**config.mk**
```make
export PLATFORM = sky130hd
export DESIGN_NAME = wb_regfile
export DESIGN_NICKNAME = d
export VERILOG_FILES = /design/src/rtl/wb_regfile.sv
export SDC_FILE = /design/constraint.sdc
export NUM_CORES = 2
export LEC_CHECK = 0
export ABC_CLOCK_PERIOD_IN_PS = 5800
export CAP_MARGIN = 20
export CORE_ASPECT_RATIO = 1.25
export CORE_UTILIZATION = 55
export CTS_BUF_LIST = sky130_fd_sc_hd__clkbuf_2 sky130_fd_sc_hd__clkbuf_4 sky130_fd_sc_hd__clkbuf_8
export CTS_CLUSTER_DIAMETER = 150
export DETAILED_ROUTE_END_ITERATION = 8
export GPL_ROUTABILITY_DRIVEN = 0
export PLACE_DENSITY = 0.73
export SETUP_SLACK_MARGIN = 0.4
export SLEW_MARGIN = 10
export SYNTH_ARGS = -nofsm -noshare
export SYNTH_HDL_FRONTEND = slang
export SYNTH_SLANG_ARGS = --single-unit
```
**constraint.sdc**
```tcl
create_clock -name clk -period 5.8 [get_ports clk]
set_input_delay 1.16 -clock clk [delete_from_list [all_inputs] [get_ports clk]]
set_output_delay 1.16 -clock clk [all_outputs]
set_load 0.005 [all_outputs]
```
**src/rtl/wb_regfile.sv**
```systemverilog
// Write-back decode plus 32x32 register file with same-cycle W->D bypass on both read ports.
// Latency: reads are combinational; a write reaches the array one cycle later (bypass covers that cycle).
// Backpressure: none; every W-stage instruction is consumed each cycle, and one in W during reset is dropped.
module wb_regfile #(
    parameter int unsigned LINK_REG    = 31,
    parameter int unsigned LINK_OFFSET = 8
) (
    input  logic        clk,
    input  logic        reset,
    input  logic [31:0] w_instr,
    input  logic [31:0] w_pc,
    input  logic [31:0] w_alu,
    input  logic [31:0] w_dm,
    input  logic [4:0]  rs_addr,
    input  logic [4:0]  rt_addr,
    output logic [31:0] rs_data,
    output logic [31:0] rt_data,
    output logic        wb_we,
    output logic [4:0]  wb_addr,
    output logic [31:0] wb_data
);

    localparam logic [5:0] OP_RTYPE = 6'b000000;
    localparam logic [5:0] OP_ORI   = 6'b001101;
    localparam logic [5:0] OP_LUI   = 6'b001111;
    localparam logic [5:0] OP_LW    = 6'b100011;
    localparam logic [5:0] OP_JAL   = 6'b000011;
    localparam logic [5:0] FN_ADD   = 6'b100000;
    localparam logic [5:0] FN_SUB   = 6'b100010;

    localparam logic [4:0]  LINK_ADDR = LINK_REG[4:0];
    localparam logic [31:0] LINK_INC  = 32'(LINK_OFFSET);

    logic [31:0] regs_q [32];

    logic [5:0]  op;
    logic [5:0]  fn;
    logic        dec_wr;
    logic [4:0]  dec_dest;
    logic [31:0] dec_data;

    assign op = w_instr[31:26];
    assign fn = w_instr[5:0];

    always_comb begin
        dec_wr   = 1'b0;
        dec_dest = 5'd0;
        dec_data = 32'd0;
        unique case (op)
            OP_RTYPE: begin
                if (fn == FN_ADD || fn == FN_SUB) begin
                    dec_wr   = 1'b1;
                    dec_dest = w_instr[15:11];
                    dec_data = w_alu;
                end
            end
            OP_ORI, OP_LUI: begin
                dec_wr   = 1'b1;
                dec_dest = w_instr[20:16];
                dec_data = w_alu;
            end
            OP_LW: begin
                dec_wr   = 1'b1;
                dec_dest = w_instr[20:16];
                dec_data = w_dm;
            end
            OP_JAL: begin
                dec_wr   = 1'b1;
                dec_dest = LINK_ADDR;
                dec_data = w_pc + LINK_INC;
            end
            default: ;
        endcase
    end

    // Writes to $0 are suppressed here, so the bypass can never forward into $0.
    assign wb_we   = dec_wr && (dec_dest != 5'd0) && !reset;
    assign wb_addr = wb_we ? dec_dest : 5'd0;
    assign wb_data = wb_we ? dec_data : 32'd0;

    always_ff @(posedge clk) begin
        if (reset) begin
            for (int i = 0; i < 32; i++) begin
                regs_q[i] <= 32'd0;
            end
        end else if (wb_we) begin
            regs_q[wb_addr] <= wb_data;
        end
    end

    always_comb begin
        rs_data = regs_q[rs_addr];
        if (rs_addr == 5'd0) begin
            rs_data = 32'd0;
        end else if (wb_we && wb_addr == rs_addr) begin
            rs_data = wb_data;
        end
    end

    always_comb begin
        rt_data = regs_q[rt_addr];
        if (rt_addr == 5'd0) begin
            rt_data = 32'd0;
        end else if (wb_we && wb_addr == rt_addr) begin
            rt_data = wb_data;
        end
    end

endmodule

```
Yosys cells after proc, flatten, opt, wreduce, memory -nomap -nowiden. Memory sizes are Yosys's and may differ from the RTL's. Cells that the tools add are included.

Bits in registers: 0. Bits in writable memories: 1024. Input port bits: 140. Output and inout bits: 102. Memories: 1.

Add/subtract/negate cells: 1. Eq/ne operators: 8. Mux-type cells: 20. Reductions and logical operators: 14.

Memory list: regs_q (words 32, width 32, read ports 2, clocked after memory_dff 0, wr ports 32, RTL line 34) `logic [31:0] regs_q [32];`.

Operator list (count): $mux W32 (7); $pmux W32 S4 (1); $add A32 B4 Y32 const B (1); $reduce_or A32 Y1 (1); $eq A6 B6 Y1 const B (3); $mux W5 (3); $pmux W5 S3 (1); $eq A6 B4 Y1 const B (2); $eq A5 B5 Y1 (2); $logic_not A5 Y1 (2); $mux W1 (7); $eq A6 B2 Y1 const B (1); $logic_not A6 Y1 (1); $reduce_bool A5 Y1 (1); $logic_and A1 B1 Y1 (4); $reduce_or A4 Y1 (1); $reduce_or A3 Y1 (1); $pmux W1 S2 (1); $reduce_or A2 Y1 (1); $logic_not A1 Y1 (1); $logic_or A1 B1 Y1 (1).

Depth between registers and ports, before layout.
Depth in word-level cells: 12. Mapped depth: 12. Mapped depth without buffers: 10.

Worst setup path before layout. Ideal clock, no wire load.

Path kind: input port to output port. Start point: input port w_instr[28]. End point: output port rs_data[22]. Data arrival time: 3.424 ns. Required time: 4.640 ns. Slack: 1.216 ns. Stages on the path: 11. Path buffers: 3. Path through: and3b_1 -> buf_2 -> o211a_1 -> or4b_4 -> o31ai_4 -> inv_2 -> buf_6 -> nand4_4 -> buf_4 -> mux2i_1 -> nor2b_1.

Cells in the longest elaborated chain, start to end: 11. Elaborated cells on any way between the ends: 20. Classes of those cells: eq/ne (5); mux (7); reduce/logical (8).

RTL lines: start, declared (RTL line 10) `input logic [31:0] w_instr,`; $eq A6 B6 Y1 or $eq A6 B4 Y1 (tied branches) (RTL line 49) `unique case (op)`; $reduce_or A3 Y1 (no line); $pmux W5 S3 (RTL line 49); $reduce_bool A5 Y1 (RTL line 77) `assign wb_we = dec_wr && (dec_dest != 5'd0) && !reset;`; $logic_and A1 B1 Y1 (2 in a row) (RTL line 77); $mux W5 (RTL line 78) `assign wb_addr = wb_we ? dec_dest : 5'd0;`; $eq A5 B5 Y1 (RTL line 95) `end else if (wb_we && wb_addr == rs_addr) begin`; $logic_and A1 B1 Y1 (RTL line 95); $mux W32 * (RTL line 95); $mux W32 * (RTL line 93) `if (rs_addr == 5'd0) begin`; end, declared (RTL line 16) `output logic [31:0] rs_data,`.

Mark *: on every way between the ends. The rest lies on a longest branch, timed or not.

Worst setup path after layout.
Start point: input port w_instr[27]. End point: output port rt_data[27].

Cells in the longest elaborated chain, start to end: 11. Elaborated cells on any way between the ends: 20. Classes of those cells: eq/ne (5); mux (7); reduce/logical (8).

RTL lines: $eq A6 B6 Y1 or $eq A6 B4 Y1 (tied branches) (RTL line 49); $reduce_or A3 Y1 (no line); $pmux W5 S3 (RTL line 49); $reduce_bool A5 Y1 (RTL line 77); $logic_and A1 B1 Y1 (2 in a row) (RTL line 77); $mux W5 (RTL line 78); $eq A5 B5 Y1 (RTL line 104) `end else if (wb_we && wb_addr == rt_addr) begin`; $logic_and A1 B1 Y1 (RTL line 104); $mux W32 * (RTL line 104); $mux W32 * (RTL line 102) `if (rt_addr == 5'd0) begin`; end, declared (RTL line 17) `output logic [31:0] rt_data,`.

Marked as above.

==> run_results.csv <==
group,metric,value,unit
pwr,switching_share,24.9,%
yosys,synth_cell_types,64,
yosys,synth_commonest_cells,"1024 x edfxtp_1, 1018 x nor2_1, 512 x mux4_2, 219 x mux2i_1, 213 x clkbuf_1",
setup_path,crit_arrival,4.26,ns
pwr,pwr-share-clk,34.8,%
drt,vias,38700,
yosys,async_reset_ff_share,0,%
drt,drc,0,
pwr,power,16.7,mW
timing,finalCritPeriodShare,93.4,%
timing,slew_headroom,31.9,%
timing,worstMarginPinSlew,1.01,ns
place,dp.cells,5386,
die,die_w,284,microns
drt,vias_per_cell,6.79,
yosys,avgSynthCellArea,13.9,sq um
yosys,synth_cells,3934,
timing,rsz0062_at_grt,"true",
pwr,vdd_drop_max,0.000218,V
setup_path,cp-start-kind,"primary input",
clocking,root_buffer,"clkbuf_8",
setup_path,worstSetupPathType,"in2out",
final_layout,fin_nets,4415,
global_route,grt_pass1_vias,37900,
clocking,htree_num_levels,4,
place,io_buffers,230,
final_layout,fin_cells,5697,
clocking,tritoncts,"done",
timing,setup_viol,0,
yosys,synth.yosys.seq_area_share,56.2,%
drt,drt_wl_total,177,mm
die,start_util,55.4,%
final_layout,layout-drive-gt1-share,29.6,%
clocking,ctsHoldBuffers,0,
die,die_h,355,microns
timing,fin_crit,5.42,ns
die,die_area,101000,sq um
timing,max_freq,185,MHz
global_route,grt-ovfl-total,0,
place,dp_hpwl,115,mm
final_layout,regArea,30700,sq um
worst_hold_path,min_from,"reset",
drt,ant_nets,0,
drt,wire_per_inst,31.1,microns
pwr,power_frac_seq,51.9,%
pwr,combPwrFrac,13.2,%
clocking,clk_path_buf_depth,3,
global_route,antenna_found_initial,8,
global_route,grt_max_degree,64,
final_layout,nFillCells,7015,
final_layout,top_register,"regs_q",
yosys,synth_edf_count,1024,
die,io_pins,242,
yosys,synth-seq-cells,1024,
yosys,synth.area.top_cells,"edfxtp_1 56%, mux4_2 21%, nor2_1 7.0%, mux2i_1 4.0%, clkbuf_1 1.5%",
place,dpl_cell_area,60100,sq um
final_layout,reg_top3,"regs_q x1024",
setup_path,path_max_fanout,14,
final_layout,final_area,63900,sq um
global_route,grt_pass1_wl,253,mm
run,drv_cap,0,
drt,drt_first_pass_iters,8,
final_layout,syn2layout_area_growth,16.7,%
setup_path,cp-startpoint,"w_instr[27]",
global_route,grt_usage,35.1,%
yosys,netlist_area,54700,sq um
clocking,clk_pin_slew,0.07,ns
pwr,intPower,12.6,mW
timing,slew_viol_final,0,
clocking,clock_sinks,1024,
worst_hold_path,hp-class,"in2reg",
die,rows,129,
setup_path,cp-end-kind,"output pin",
outcome,status,"complete, no violations",
final_layout,largest_register_ffs,1024,
pwr,p_per_area,262,nW/um^2
clocking,cts_buffers,152,
pwr,p_leak,21.2,nW
yosys,synth_top_area_share,56.2,%
timing,hold_viol_final,0,
drt,initialDrtViolationCount,5763,
yosys,synth_area_leader_cell,"edfxtp_1",
yosys,yosys_warnings,0,
yosys,synth_flop_cell,"edfxtp_1",
pwr,p_sw,4.17,mW
yosys,yosysMostFrequentCell,"edfxtp_1",
die,coreArea,98800,sq um
final_layout,multi_input_area,22700,sq um
setup_path,worstPathRequired,4.64,ns
## kinds of logic (layout without fill, tap and decap cells)
kind of cell | count (synthesis) | count (layout) | synth area share, %
simple gates | 1412 | 1412 | 10.9
xor+xnor | 19 | 19 | 0.304
compound gates | 280 | 280 | 3.78
fa+ha+maj | 1 | 1 | 0.0229
flops | 1024 | 1024 | 56.2
mux | 733 | 733 | 25.1
buf+inv | 464 | 884 | 3.66
other cells | 1 | 34 | 0.00685
## power groups by stage
| stage | logic [mW] | clock network (mW) | registers, mW |
|---|---|---|---|
| 6_report | 2.21 | 5.83 | 8.69 |
| 5_1_grt | 2.29 | 6.16 | 8.72 |
| 4_1_cts | 2.17 | 5.84 | 8.68 |
| 3_5_place_dp | 2.18 | 0 | 8.84 |
| 3_3_place_gp | 2.17 | 0 | 8.79 |
| 2_1_floorplan | 1.29 | 0 | 8.77 |
## worst paths after layout
path,end,slack [ns],depth (start not counted)
worst max-delay path,rt_data[27],0.38,12
worst min-delay path,regs_q[0][18],1.19,2
## what timing repair did
item,4_1_cts,5_1_grt
cloned,2,0
resized for setup,222,67
pin swaps,33,27
setup buffers,31,11
setup endpoints to repair,96,87
## worst max-delay path, stage by stage
cell,delay (ns)
dlygate4sd2_1,0.25
nor3b_2,0.17
o211a_1,0.26
or4_4,0.50
a211oi_2,0.27
buf_4,0.16
nand4_4,0.15
buf_6,0.17
buf_12,0.14
or3_1,0.32
a21oi_2,0.15
clkdlybuf4s50_1,0.53
## cell usage in the layout, fill, tap and decap left out, types with 33 or more instances in the layout
| cell | n |
|---|---|
| clkinv_1 | 34 |
| mux2i_1 | 219 |
| nand2b_2 | 33 |
| mux4_2 | 512 |
| nand2_1 | 129 |
| a32oi_1 | 38 |
| clkdlybuf4s50_1 | 144 |
| clkbuf_8 | 159 |
| dlygate4sd2_1 | 37 |
| buf_12 | 64 |
| a22oi_1 | 94 |
| clkbuf_4 | 41 |
| nor2_1 | 1016 |
| edfxtp_1 | 1024 |
| a21oi_1 | 36 |
| nand3_1 | 62 |
| inv_1 | 41 |
| buf_4 | 260 |
## metrics by stage
step	setup WS, ns	utilization (%)	hold WS, ns	setup TNS, ns
floorplan	1.22	-	1.56	0
global placement	-0.174	60.8	2.02	-2.92
detailed placement	-0.247	60.8	2.03	-3.82
CTS	0.183	64.5	1.12	0
global route	0.307	64.7	1.13	0
finish	0.382	64.7	1.19	0
## metal layers
| metal | GRT usage (%) | vias to the layer above | part of all wire, % | routed length, microns |
|---|---|---|---|---|
| met3 | 12.0 | 461 | 15 | 26500 |
| met5 | 1.08 | - | 0.15 | 268 |
| met2 | 55.3 | 3097 | 47 | 83300 |
| met1 | 44.9 | 19400 | 34 | 59700 |
| li1 | - | 15700 | - | - |
| met4 | 13.8 | 16 | 4.2 | 7420 |
## layout make-up
type | instances | area share, %
Inverter | 43 | 0.261
Antenna cell | 2 | 0.00784
Multi-Input combinational cell | 2477 | 35.5
Timing Repair Buffer | 576 | 8.96
Sequential cell | 1024 | 48.1
Clock buffer | 199 | 3.89
Clock inverter | 66 | 0.688
Tap cell | 1310 | 2.57
No activity file was read; power rests on OpenSTA's default activity.
